<file path="config.mk">
export PLATFORM = sky130hd
export DESIGN_NAME = multicycle_ctrl_flat
export DESIGN_NICKNAME = d
export VERILOG_FILES = /design/src/rtl/multicycle_ctrl_if.sv /design/src/rtl/multicycle_ctrl.sv /design/src/flat_wrapper.sv
export SDC_FILE = /design/constraint.sdc
export NUM_CORES = 1
export LEC_CHECK = 0
export CAP_MARGIN = 10
export CORE_MARGIN = 10
export CORE_UTILIZATION = 30
export CTS_CLUSTER_SIZE = 40
export DETAILED_ROUTE_END_ITERATION = 7
export SYNTH_ARGS = -nofsm -noshare
export SYNTH_HDL_FRONTEND = slang
export SYNTH_SLANG_ARGS = --single-unit
</file>
<file path="constraint.sdc">
create_clock -name clk -period 2.5 [get_ports clk]
set_clock_uncertainty 0.05 [all_clocks]
set_input_delay 0.5 -clock clk [delete_from_list [all_inputs] [get_ports clk]]
set_output_delay 0.5 -clock clk [all_outputs]
set_load 0.02 [all_outputs]
</file>
<file path="src/rtl/multicycle_ctrl_if.sv">
// rtl/multicycle_ctrl_if.sv - memory port handshake between the sequencer and the shared memory
interface multicycle_ctrl_if;
  logic mem_req;
  logic mem_we;
  logic iord;
  logic mem_ready;

  modport master (output mem_req, output mem_we, output iord, input mem_ready);
  modport slave  (input mem_req, input mem_we, input iord, output mem_ready);
endinterface

</file>
<file path="src/rtl/multicycle_ctrl.sv">
// rtl/multicycle_ctrl.sv - multi-cycle MIPS sequencer: FETCH/DECODE/EXEC/MEM/WB with bus timeout and illegal trap
module multicycle_ctrl #(
  parameter int ALUOP_W = 5,
  parameter int TIMEOUT = 16
) (
  input  logic               clk,
  input  logic               rst_n,
  input  logic [31:0]        ins,
  input  logic               branch_taken,
  multicycle_ctrl_if.master  mem,
  output logic               ir_wr,
  output logic               pc_wr,
  output logic [1:0]         pc_src,
  output logic [2:0]         br_type,
  output logic [ALUOP_W-1:0] alu_op,
  output logic               alu_src,
  output logic               ext_op,
  output logic               reg_dst,
  output logic               reg_l,
  output logic               reg_wr,
  output logic               mem_to_reg,
  output logic               illegal,
  output logic               bus_err,
  output logic [2:0]         state_o
);

  localparam logic [2:0] S_RST    = 3'd0;
  localparam logic [2:0] S_FETCH  = 3'd1;
  localparam logic [2:0] S_DECODE = 3'd2;
  localparam logic [2:0] S_EXEC   = 3'd3;
  localparam logic [2:0] S_MEM    = 3'd4;
  localparam logic [2:0] S_WB     = 3'd5;
  localparam logic [2:0] S_TRAP   = 3'd6;
  localparam logic [2:0] S_BERR   = 3'd7;

  localparam logic [3:0] K_BAD   = 4'd0;
  localparam logic [3:0] K_ALU_R = 4'd1;
  localparam logic [3:0] K_ALU_I = 4'd2;
  localparam logic [3:0] K_LOAD  = 4'd3;
  localparam logic [3:0] K_STORE = 4'd4;
  localparam logic [3:0] K_BR    = 4'd5;
  localparam logic [3:0] K_J     = 4'd6;
  localparam logic [3:0] K_JAL   = 4'd7;
  localparam logic [3:0] K_JR    = 4'd8;
  localparam logic [3:0] K_JALR  = 4'd9;

  localparam logic [4:0] A_ADD  = 5'h00;
  localparam logic [4:0] A_SUB  = 5'h01;
  localparam logic [4:0] A_SLT  = 5'h02;
  localparam logic [4:0] A_AND  = 5'h03;
  localparam logic [4:0] A_NOR  = 5'h04;
  localparam logic [4:0] A_OR   = 5'h05;
  localparam logic [4:0] A_XOR  = 5'h06;
  localparam logic [4:0] A_SLL  = 5'h07;
  localparam logic [4:0] A_SRL  = 5'h08;
  localparam logic [4:0] A_SLTU = 5'h09;
  localparam logic [4:0] A_LINK = 5'h0A;
  localparam logic [4:0] A_JR   = 5'h0B;
  localparam logic [4:0] A_SLLV = 5'h0C;
  localparam logic [4:0] A_SRA  = 5'h0D;
  localparam logic [4:0] A_SRAV = 5'h0E;
  localparam logic [4:0] A_SRLV = 5'h0F;
  localparam logic [4:0] A_LUI  = 5'h10;

  // TIMEOUT=0 still needs a one-bit counter so the flop is legal
  localparam int CNT_W = (TIMEOUT > 0) ? $clog2(TIMEOUT + 1) : 1;

  logic [2:0]       state_q, state_d;
  logic [CNT_W-1:0] cnt_q, cnt_d;
  logic             illegal_q, illegal_d;
  logic             berr_q, berr_d;

  logic [5:0] op, fn;
  logic [4:0] rt;
  logic [3:0] kind;
  logic [4:0] d_alu;
  logic       d_src, d_ext, d_dst;
  logic [2:0] d_br;
  logic [4:0] alu5;
  logic       timed_out;
  logic       unused_ins;

  assign op = ins[31:26];
  assign fn = ins[5:0];
  assign rt = ins[20:16];
  assign unused_ins = ^{ins[25:21], ins[15:6]};

  always_comb begin
    kind  = K_BAD;
    d_alu = A_ADD;
    d_src = 1'b0;
    d_ext = 1'b0;
    d_dst = 1'b0;
    d_br  = 3'd0;
    case (op)
      6'h00: begin
        kind  = K_ALU_R;
        d_dst = 1'b1;
        case (fn)
          6'h00: d_alu = A_SLL;
          6'h02: d_alu = A_SRL;
          6'h03: d_alu = A_SRA;
          6'h04: d_alu = A_SLLV;
          6'h06: d_alu = A_SRLV;
          6'h07: d_alu = A_SRAV;
          6'h08: begin kind = K_JR; d_alu = A_JR; d_dst = 1'b0; end
          6'h09: begin kind = K_JALR; d_alu = A_LINK; end
          6'h20, 6'h21: d_alu = A_ADD;
          6'h22, 6'h23: d_alu = A_SUB;
          6'h24: d_alu = A_AND;
          6'h25: d_alu = A_OR;
          6'h26: d_alu = A_XOR;
          6'h27: d_alu = A_NOR;
          6'h2A: d_alu = A_SLT;
          6'h2B: d_alu = A_SLTU;
          default: kind = K_BAD;
        endcase
      end
      // REGIMM group: only BLTZ (rt=0) and BGEZ (rt=1) exist
      6'h01: begin
        kind = K_BR;
        if (rt == 5'd0)      d_br = 3'd5;
        else if (rt == 5'd1) d_br = 3'd6;
        else                 kind = K_BAD;
      end
      6'h02: kind = K_J;
      6'h03: kind = K_JAL;
      6'h04: begin kind = K_BR; d_br = 3'd1; d_alu = A_SUB; end
      6'h05: begin kind = K_BR; d_br = 3'd2; d_alu = A_SUB; end
      6'h06: begin kind = K_BR; d_br = 3'd3; end
      6'h07: begin kind = K_BR; d_br = 3'd4; end
      6'h08, 6'h09: begin kind = K_ALU_I; d_src = 1'b1; d_ext = 1'b1; end
      6'h0A: begin kind = K_ALU_I; d_src = 1'b1; d_ext = 1'b1; d_alu = A_SLT; end
      6'h0B: begin kind = K_ALU_I; d_src = 1'b1; d_alu = A_SLTU; end
      6'h0C: begin kind = K_ALU_I; d_src = 1'b1; d_alu = A_AND; end
      6'h0D: begin kind = K_ALU_I; d_src = 1'b1; d_alu = A_OR; end
      6'h0E: begin kind = K_ALU_I; d_src = 1'b1; d_alu = A_XOR; end
      6'h0F: begin kind = K_ALU_I; d_src = 1'b1; d_alu = A_LUI; end
      6'h20, 6'h23, 6'h24: begin kind = K_LOAD; d_src = 1'b1; d_ext = 1'b1; end
      6'h28, 6'h2B: begin kind = K_STORE; d_src = 1'b1; d_ext = 1'b1; end
      default: kind = K_BAD;
    endcase
  end

  // ready in the limit cycle is checked first, so TIMEOUT wait cycles are tolerated
  assign timed_out = (TIMEOUT != 0) && (cnt_q == CNT_W'(TIMEOUT));

  always_comb begin
    state_d     = state_q;
    cnt_d       = '0;
    illegal_d   = illegal_q;
    berr_d      = berr_q;
    mem.mem_req = 1'b0;
    mem.mem_we  = 1'b0;
    mem.iord    = 1'b0;
    ir_wr       = 1'b0;
    pc_wr       = 1'b0;
    pc_src      = 2'd0;
    br_type     = 3'd0;
    alu5        = A_ADD;
    alu_src     = 1'b0;
    ext_op      = 1'b0;
    reg_dst     = 1'b0;
    reg_l       = 1'b0;
    reg_wr      = 1'b0;
    mem_to_reg  = 1'b0;
    case (state_q)
      S_RST: state_d = S_FETCH;
      S_FETCH: begin
        mem.mem_req = 1'b1;
        if (mem.mem_ready) begin
          ir_wr   = 1'b1;
          pc_wr   = 1'b1;
          state_d = S_DECODE;
        end else if (timed_out) begin
          state_d = S_BERR;
          berr_d  = 1'b1;
        end else begin
          cnt_d = cnt_q + 1'b1;
        end
      end
      S_DECODE: begin
        case (kind)
          K_BAD: begin state_d = S_TRAP; illegal_d = 1'b1; end
          K_J: begin pc_wr = 1'b1; pc_src = 2'd2; state_d = S_FETCH; end
          K_JAL: begin
            pc_wr   = 1'b1;
            pc_src  = 2'd2;
            reg_wr  = 1'b1;
            reg_l   = 1'b1;
            alu5    = A_LINK;
            state_d = S_FETCH;
          end
          default: state_d = S_EXEC;
        endcase
      end
      S_EXEC: begin
        alu5    = d_alu;
        alu_src = d_src;
        ext_op  = d_ext;
        reg_dst = d_dst;
        case (kind)
          K_BR: begin
            br_type = d_br;
            pc_wr   = branch_taken;
            pc_src  = 2'd1;
            state_d = S_FETCH;
          end
          K_JR: begin pc_wr = 1'b1; pc_src = 2'd3; state_d = S_FETCH; end
          K_JALR: begin
            pc_wr   = 1'b1;
            pc_src  = 2'd3;
            reg_wr  = 1'b1;
            reg_l   = 1'b1;
            state_d = S_FETCH;
          end
          K_LOAD, K_STORE: state_d = S_MEM;
          default: state_d = S_WB;
        endcase
      end
      S_MEM: begin
        mem.mem_req = 1'b1;
        mem.iord    = 1'b1;
        mem.mem_we  = (kind == K_STORE);
        if (mem.mem_ready) begin
          state_d = (kind == K_STORE) ? S_FETCH : S_WB;
        end else if (timed_out) begin
          state_d = S_BERR;
          berr_d  = 1'b1;
        end else begin
          cnt_d = cnt_q + 1'b1;
        end
      end
      S_WB: begin
        reg_wr     = 1'b1;
        mem_to_reg = (kind == K_LOAD);
        reg_dst    = d_dst;
        state_d    = S_FETCH;
      end
      S_TRAP, S_BERR: state_d = state_q;
      default: state_d = S_RST;
    endcase
  end

  always_ff @(posedge clk or negedge rst_n) begin
    if (!rst_n) begin
      state_q   <= S_RST;
      cnt_q     <= '0;
      illegal_q <= 1'b0;
      berr_q    <= 1'b0;
    end else begin
      state_q   <= state_d;
      cnt_q     <= cnt_d;
      illegal_q <= illegal_d;
      berr_q    <= berr_d;
    end
  end

  assign alu_op  = ALUOP_W'(alu5);
  assign illegal = illegal_q;
  assign bus_err = berr_q;
  assign state_o = state_q;

endmodule

</file>
<file path="src/flat_wrapper.sv">
// flat-port wrapper written by rule: the top's interface ports become plain ports
module multicycle_ctrl_flat 
#(
  parameter int ALUOP_W = 5,
  parameter int TIMEOUT = 16
)
  (clk, rst_n, ins, branch_taken, ir_wr, pc_wr, pc_src, br_type, alu_op, alu_src, ext_op, reg_dst, reg_l, reg_wr, mem_to_reg, illegal, bus_err, state_o, mem_mem_req, mem_mem_we, mem_iord, mem_mem_ready);
  multicycle_ctrl_if mem_i ();
  input  logic clk;
  input  logic rst_n;
  input  logic [31:0] ins;
  input  logic branch_taken;
  output logic ir_wr;
  output logic pc_wr;
  output logic [1:0] pc_src;
  output logic [2:0] br_type;
  output logic [ALUOP_W-1:0] alu_op;
  output logic alu_src;
  output logic ext_op;
  output logic reg_dst;
  output logic reg_l;
  output logic reg_wr;
  output logic mem_to_reg;
  output logic illegal;
  output logic bus_err;
  output logic [2:0] state_o;
  output wire logic [$bits(mem_i.mem_req)-1:0] mem_mem_req;
  output wire logic [$bits(mem_i.mem_we)-1:0] mem_mem_we;
  output wire logic [$bits(mem_i.iord)-1:0] mem_iord;
  input wire logic [$bits(mem_i.mem_ready)-1:0] mem_mem_ready;
  assign mem_mem_req = mem_i.mem_req;
  assign mem_mem_we = mem_i.mem_we;
  assign mem_iord = mem_i.iord;
  assign mem_i.mem_ready = mem_mem_ready;
  multicycle_ctrl #(.ALUOP_W(ALUOP_W), .TIMEOUT(TIMEOUT)) u_core (.clk(clk), .rst_n(rst_n), .ins(ins), .branch_taken(branch_taken), .mem(mem_i), .ir_wr(ir_wr), .pc_wr(pc_wr), .pc_src(pc_src), .br_type(br_type), .alu_op(alu_op), .alu_src(alu_src), .ext_op(ext_op), .reg_dst(reg_dst), .reg_l(reg_l), .reg_wr(reg_wr), .mem_to_reg(mem_to_reg), .illegal(illegal), .bus_err(bus_err), .state_o(state_o));
endmodule
</file>
==> results.py, run 1 <==
metrics = {
    "yosys": {
        "yosysMostFrequentCell": "nor2_1",
        "ys_warn_count": 0,
        "synth-async-reset-ratio": 1.00,
        "ys_top_cells_by_count": "nor2_1 (32), nand2_1 (16), nor3_1 (11)",
        "synth_nets": 226,
        "synth_edf_count": 0,
        "synth.area.top_cells": "dfrtp_1 (20%), nor2_1 (9.4%), nand2_1 (4.7%)",
        "synth-main-ff-cell": "dfrtp_1",
        "synth.distinct_cells": 51,
        "syn_area_sq_um": 1280,
        "yosysTopAreaCell": "dfrtp_1",
        "syn_area_per_cell_sq_um": 6.82,
        "yosysSeqAreaShare": 0.195,
        "synth_top_area_frac": 0.195,
        "ys_seq_elements": 10,
        "syn_inst": 188,
    },
    "power": {
        "max-vdd-ir-drop_uv": 296,
        "swShare": 0.419,
        "seqPwrFrac": 0.184,
        "pwr-share-clk": 0.160,
        "share_comb_of_total_power": 0.656,
        "p_int_uw": 729,
        "p_sw_uw": 526,
        "leakagePower_nw": 1.12,
        "powerDensity_nw_per_um2": 517,
    },
    "timing": {
        "rsz0062_at_grt": "true",
        "hold_viol_final": 0,
        "fin_crit_ps": 2680,
        "setup_viol": 8,
        "slew-limit-headroom": 0.670,
        "worst_slew_pin_slew_ps": 489,
        "drv_slew": 0,
        "period_share": 1.07,
        "timing.fmax_ghz": 0.374,
        "timing.final.ws_setup_ps": -177,
    },
    "worst_setup_path": {
        "critPathLaunchType": "input pin",
        "path_cells": "buf_6 -> or3_4 -> or3_4 -> a311oi_4 -> nor2_4 -> buf_6 -> o21ai_2 -> buf_6",
        "slowest_delay_ps": 380,
        "ff2ff_setup_slack_ps": 960,
        "worstSetupPathType": "in2out",
        "worstPathArrival_ps": 2130,
        "cp_top_family": "simple AND/OR/NAND/NOR gates",
        "cpMaxStageDelayCell": "or3_4",
        "crit_top_cell": "buf_6",
        "critical_path_buf_inv_count": 3,
        "required_ps": 1950,
        "crit_path_end_kind": "output pin",
        "cp_max_fo": 3,
    },
    "global_routing": {
        "grt_pass1_wl_mm": 8.25,
        "track_usage": 0.133,
        "first_global_vias": 1722,
        "grt_overflow": 0,
        "grt_antenna_before_repair": 0,
        "grt_max_degree": 17,
    },
    "clock_tree": {
        "cts_inserted_buffers": 3,
        "cts_tree": "built",
        "htreeDepth": 1,
        "cts_num_sinks": 10,
        "clk_latency_ps": 240,
        "clockBufferDepth": 2,
        "cts_root_buffer": "clkbuf_8",
        "clkTransAtPathRegs_ps": 50,
        "cts_hold_buf": 0,
    },
    "place": {
        "preCtsSetupSlack_ps": -1000,
        "gp_congestion": 0.897,
        "placed_cells": 328,
        "port_buffers": 46,
        "hpwl_mm": 3.92,
    },
    "cells_and_area": {
        "antenna_cells": 0,
        "nets": 328,
        "drive_gt1_frac": 0.398,
        "syn_to_final_growth_pct": 89.6,
        "nFillCells": 374,
        "final_util": 0.599,
        "final_cells": 339,
    },
    "run_status": {
        "status": "complete, but fails checks",
        "violations": "negative setup slack",
    },
    "route": {
        "drc": 0,
        "wirelength_mm": 5.05,
        "wire_per_inst_microns": 14.9,
        "firstDrtPassIters": 5,
        "first_iter_violations": 99,
        "ant_nets": 0,
        "routed_via_density": 5.22,
        "vias": 1768,
    },
    "floorplan": {
        "num_rows": 23,
        "die_w_microns": 85.4,
        "die_area_sq_um": 7280,
        "io_pins": 62,
        "core_sq_um": 4060,
        "start_util": 0.316,
        "dieHeight_microns": 85.4,
    },
    "flow_run": {
        "cap_violations": 0,
    },
    "worst_hold_path": {
        "hold_class": "reg2reg",
    },
}
==> flip-flops by register name, indices dropped and copies added (netlist names) <==
register	flops
u_core.cnt_q	5
u_core.bus_err	1
u_core.illegal	1
u_core.state_o	3
==> final timing paths <==
path	from	to	cells past startpoint
worst max-delay path	ins[30]	reg_wr	8
worst min-delay path	u_core.bus_err$_DFFE_PN0P_	u_core.bus_err$_DFFE_PN0P_	1
worst max register to register	u_core.state_o[1]$_DFFE_PN0N_	u_core.state_o[0]$_DFFE_PN0N_	8
worst min register to register	u_core.bus_err$_DFFE_PN0P_	u_core.bus_err$_DFFE_PN0P_	1
max in group asynchronous	rst_n	u_core.cnt_q[1]$_DFF_PN0_	1
min in group asynchronous	rst_n	u_core.cnt_q[2]$_DFF_PN0_	1
==> metal layers <==
metal  up-vias  GRT usage  routed length, microns  share of wire
li1        881          -                       -              -
met1       810      0.164                    2290           0.45
met2        71      0.225                    2320           0.46
met3         6     0.0373                     396          0.078
met4         0     0.0225                      53          0.010
met5         -          0                       0              0
==> worst reg2reg max path, delay by kind of cell, from the launching register on <==
| kind | cells | cell delay [ps] |
|---|---|---|
| AND/OR/NAND/NOR | 2 | 360 |
| flip-flops | 1 | 410 |
| AO/OA/AOI/OAI | 3 | 220 |
| buffers and inverters | 3 | 380 |
==> power groups by stage <==
stage                     logic, mW  clock network (mW)  registers, mW
after floorplan               0.374                   0          0.263
after global placement        0.801                   0          0.232
after detailed placement      0.798                   0          0.233
after CTS                     0.823               0.204          0.231
after global routing          0.897               0.219          0.234
final                         0.824               0.200          0.231
==> cells in the final DEF, fill, tap and decap left out, types with 3 or more instances in the layout <==
master and instances:
nand3_1 7, clkdlybuf4s50_1 12, nand2_1 14, o211ai_1 3, xnor2_1 3, nor2_1 30
a21oi_1 8, buf_2 7, clkbuf_2 3, nand2b_1 4, nor2b_1 4, inv_1 8
nor3_1 11, clkbuf_8 4, buf_4 56, dlygate4sd2_1 9, and2_1 4, o21ai_0 7
nor4_1 3, a31oi_1 4, buf_6 18, dlymetal6s2s_1 3, dfrtp_1 10
==> through the flow <==
stage,total power [mW],hold WS (ps),TNS [ps],area [sq um]
floorplan,0.637,154,-226,1340
global placement,1.03,401,-13880,2240
detailed placement,1.03,400,-13270,2240
CTS,1.26,413,-1290,2420
global route,1.35,445,-1110,2430
finish,1.26,406,-784,2430
==> kinds of logic after synthesis <==
| family | synth area share |
|---|---|
| multiplexers | 0.0156 |
| flip-flops | 0.195 |
| XOR/XNOR | 0.0342 |
| adder cells (fa/ha/maj) | 0.0273 |
| AO/OA/AOI/OAI | 0.277 |
| AND/OR/NAND/NOR | 0.372 |
| buffers and inverters | 0.0781 |
==> area by class of cell <==
class,count,area [sq um],share of cell area
multi-input combinational,155,1080,0.446
timing repair buffer,110,941,0.387
sequential,10,250,0.103
tap,50,62.6,0.0258
clock buffer,4,55.1,0.0227
inverter,10,37.5,0.0155
==> timing repair <==
action / in CTS / in global routing
pin swaps: 19 / 13
gates cloned: 0 / 0
endpoints found under the setup margin: 18 / 16
buffers inserted: 9 / 0
resized for setup: 131 / 17
Note: power is estimated with default switching activity, not from simulation.
==> run 2, diff against run 1 <==
Settings changed: SETUP_SLACK_MARGIN set to 0.02.
Clock period 2.5 ns to 3.4 ns, I/O delays scaled along.
==> run 2 against run 1 <==
Net effect: design area decreased by 12%; via count fell by 9.3%; highest routed layer unchanged; clock-buffer cell count decreased by 1; total power is 36% lower; largest cell class unchanged; the flow now finishes without violations; critical endpoint is now alu_op[1]; sequential share of layout area increased by 1.4 points; non-clock buffer count decreased by 23; clock power shrank 41%.
==> results.py, run 2 (synthesis results as in run 1) <==
metrics = {
    "cells_and_area": {
        "antenna_cells": 0,
        "nets": 305,
        "syn_to_final_growth_pct": 66.8,
        "largest-register": "u_core.cnt_q",
        "final_common_cell": "buf_4",
        "final_cells": 315,
        "mostFrequentLayoutCells": "buf_4 (42), nor2_1 (32), clkdlybuf4s50_1 (28), nand2_1 (16)",
        "largest_reg_flops": 5,
        "drive_gt1_frac": 0.238,
    },
    "worst_setup_path": {
        "crit_path_end_kind": "output pin",
        "worstPathArrival_ps": 2590,
        "required_ps": 2670,
        "path_cells": "clkdlybuf4s50_1 -> buf_6 -> nor2b_2 -> buf_4 -> a32o_1 -> a221o_1 -> a21oi_2 -> o32ai_2 -> buf_4",
        "ff2ff_setup_slack_ps": 1930,
        "worstSetupPathType": "in2out",
        "slowest_delay_ps": 450,
        "cp_top_family": "buffers and inverters",
        "ff2ff_path_depth": 6,
        "critPathLaunchType": "input pin",
        "r2r_end": "u_core.illegal$_DFFE_PN0P_",
        "cp_max_fo": 11,
        "cp-startpoint": "ins[5]",
        "cpMaxStageDelayCell": "clkdlybuf4s50_1",
        "reg2reg_from": "u_core.state_o[2]$_DFFE_PN0N_",
        "crit_top_cell": "buf_4",
        "critical_path_buf_inv_count": 4,
    },
    "route": {
        "vias": 1603,
        "wirelength_mm": 4.47,
        "drc": 0,
        "wire_per_inst_microns": 14.2,
        "ant_nets": 0,
        "first_iter_violations": 96,
        "firstDrtPassIters": 4,
        "routed_via_density": 5.09,
    },
    "power": {
        "powerDensity_nw_per_um2": 377,
        "max-vdd-ir-drop_uv": 162,
        "power_uw": 806,
        "leakagePower_nw": 0.973,
    },
    "clock_tree": {
        "clockBufferDepth": 2,
        "htreeDepth": 1,
        "cts_hold_buf": 0,
        "cts_tree": "built",
        "cts_num_sinks": 10,
        "clkTransAtPathRegs_ps": 40,
        "cts_inserted_buffers": 3,
        "clk_latency_ps": 230,
        "cts_root_buffer": "clkbuf_8",
    },
    "global_routing": {
        "grt_overflow": 0,
        "grt_antenna_before_repair": 0,
        "grt_pass1_wl_mm": 7.47,
        "first_global_vias": 1591,
        "track_usage": 0.119,
        "grt_max_degree": 14,
    },
    "place": {
        "gp_congestion": 0.849,
        "hpwl_mm": 3.68,
        "port_buffers": 46,
        "placed_cells": 311,
    },
    "timing": {
        "setup_viol": 0,
        "worst_slew_pin_slew_ps": 637,
        "slew-limit-headroom": 0.569,
        "hold_viol_final": 0,
        "rsz0062_at_grt": "true",
        "period_share": 0.976,
        "fin_crit_ps": 3320,
        "timing.fmax_ghz": 0.301,
        "drv_slew": 0,
    },
    "floorplan": {
        "num_rows": 23,
        "die_w_microns": 85.4,
        "start_util": 0.316,
        "io_pins": 62,
        "die_area_sq_um": 7280,
        "dieHeight_microns": 85.4,
        "core_sq_um": 4060,
    },
    "flow_run": {
        "cap_violations": 0,
    },
    "worst_hold_path": {
        "min_path_cells": 1,
        "hold_class": "reg2reg",
        "min_from": "u_core.bus_err$_DFFE_PN0P_",
        "worstHoldEndpoint": "u_core.bus_err$_DFFE_PN0P_",
    },
    "run_status": {
        "status": "complete, no violations",
    },
}
-- run 2: cell types whose count changed in the layout (fill, tap and decap cells not counted), sizes merged --
cell           previous run  this run
buf                      82        45
clkbuf                    7         3
clkdlybuf4s15             1         0
clkdlybuf4s50            12        28
dlygate4sd2               9        11
-- run 2: worst max-delay path by stage --
| stage | depth (start not counted) | end | slack [ps] |
|---|---|---|---|
| floorplan | 6 | alu_op[1] | 130 |
| global placement | 7 | alu_op[3] | -600 |
| detailed placement | 7 | alu_op[1] | -610 |
| CTS | 8 | alu_op[3] | 20 |
| global route | 8 | alu_op[3] | -2 |
| finish | 9 | alu_op[1] | 80 |
-- run 2: repair_timing --
item                       CTS  global route
resized for setup           42            11
setup endpoints to repair   13            10
pin swaps                    5             2
setup buffers                1             0
cloned                       0             0
-- run 2: final cells by class --
| class | count | area [sq um] |
|---|---|---|
| fillers | 417 | 1920 |
| repair buffers | 87 | 757 |
| inverters | 10 | 37.5 |
| well taps | 50 | 62.6 |
| clock buffers | 3 | 41.3 |
| multi-input cells | 155 | 988 |
| flip-flops and latches | 10 | 250 |
-- run 2: worst reg2reg max path: stages (launching register included) --
cell and delay, ps:
dfrtp_1 370, buf_4 170, nand2b_1 150, nor2_1 90
o2111ai_1 120, nor4_1 310, or2_1 150
-- run 2: through the flow --
step	TNS [ps]	hold slack (ps)	setup slack, ps	area, sq um	util
floorplan	0	334	131	1280	-
global placement	-3810	400	-596	2040	0.503
detailed placement	-3770	404	-608	2040	0.503
CTS	0	414	16.3	2100	0.518
global route	-1.66	442	-1.66	2140	0.527
finish	0	411	81.9	2140	0.527
-- run 2: power breakdown --
part / switching (mW) / total [mW] / internal, mW
clock: 0.0416 / 0.119 / 0.0771
combinational: 0.288 / 0.522 / 0.234
sequential: 0.0175 / 0.166 / 0.148
-- run 2: routing by layer --
layer | routed length (microns) | global-route usage
met5 | 0 | 0
met4 | 23 | 0.0254
met3 | 290 | 0.0421
met2 | 2020 | 0.188
met1 | 2140 | 0.151
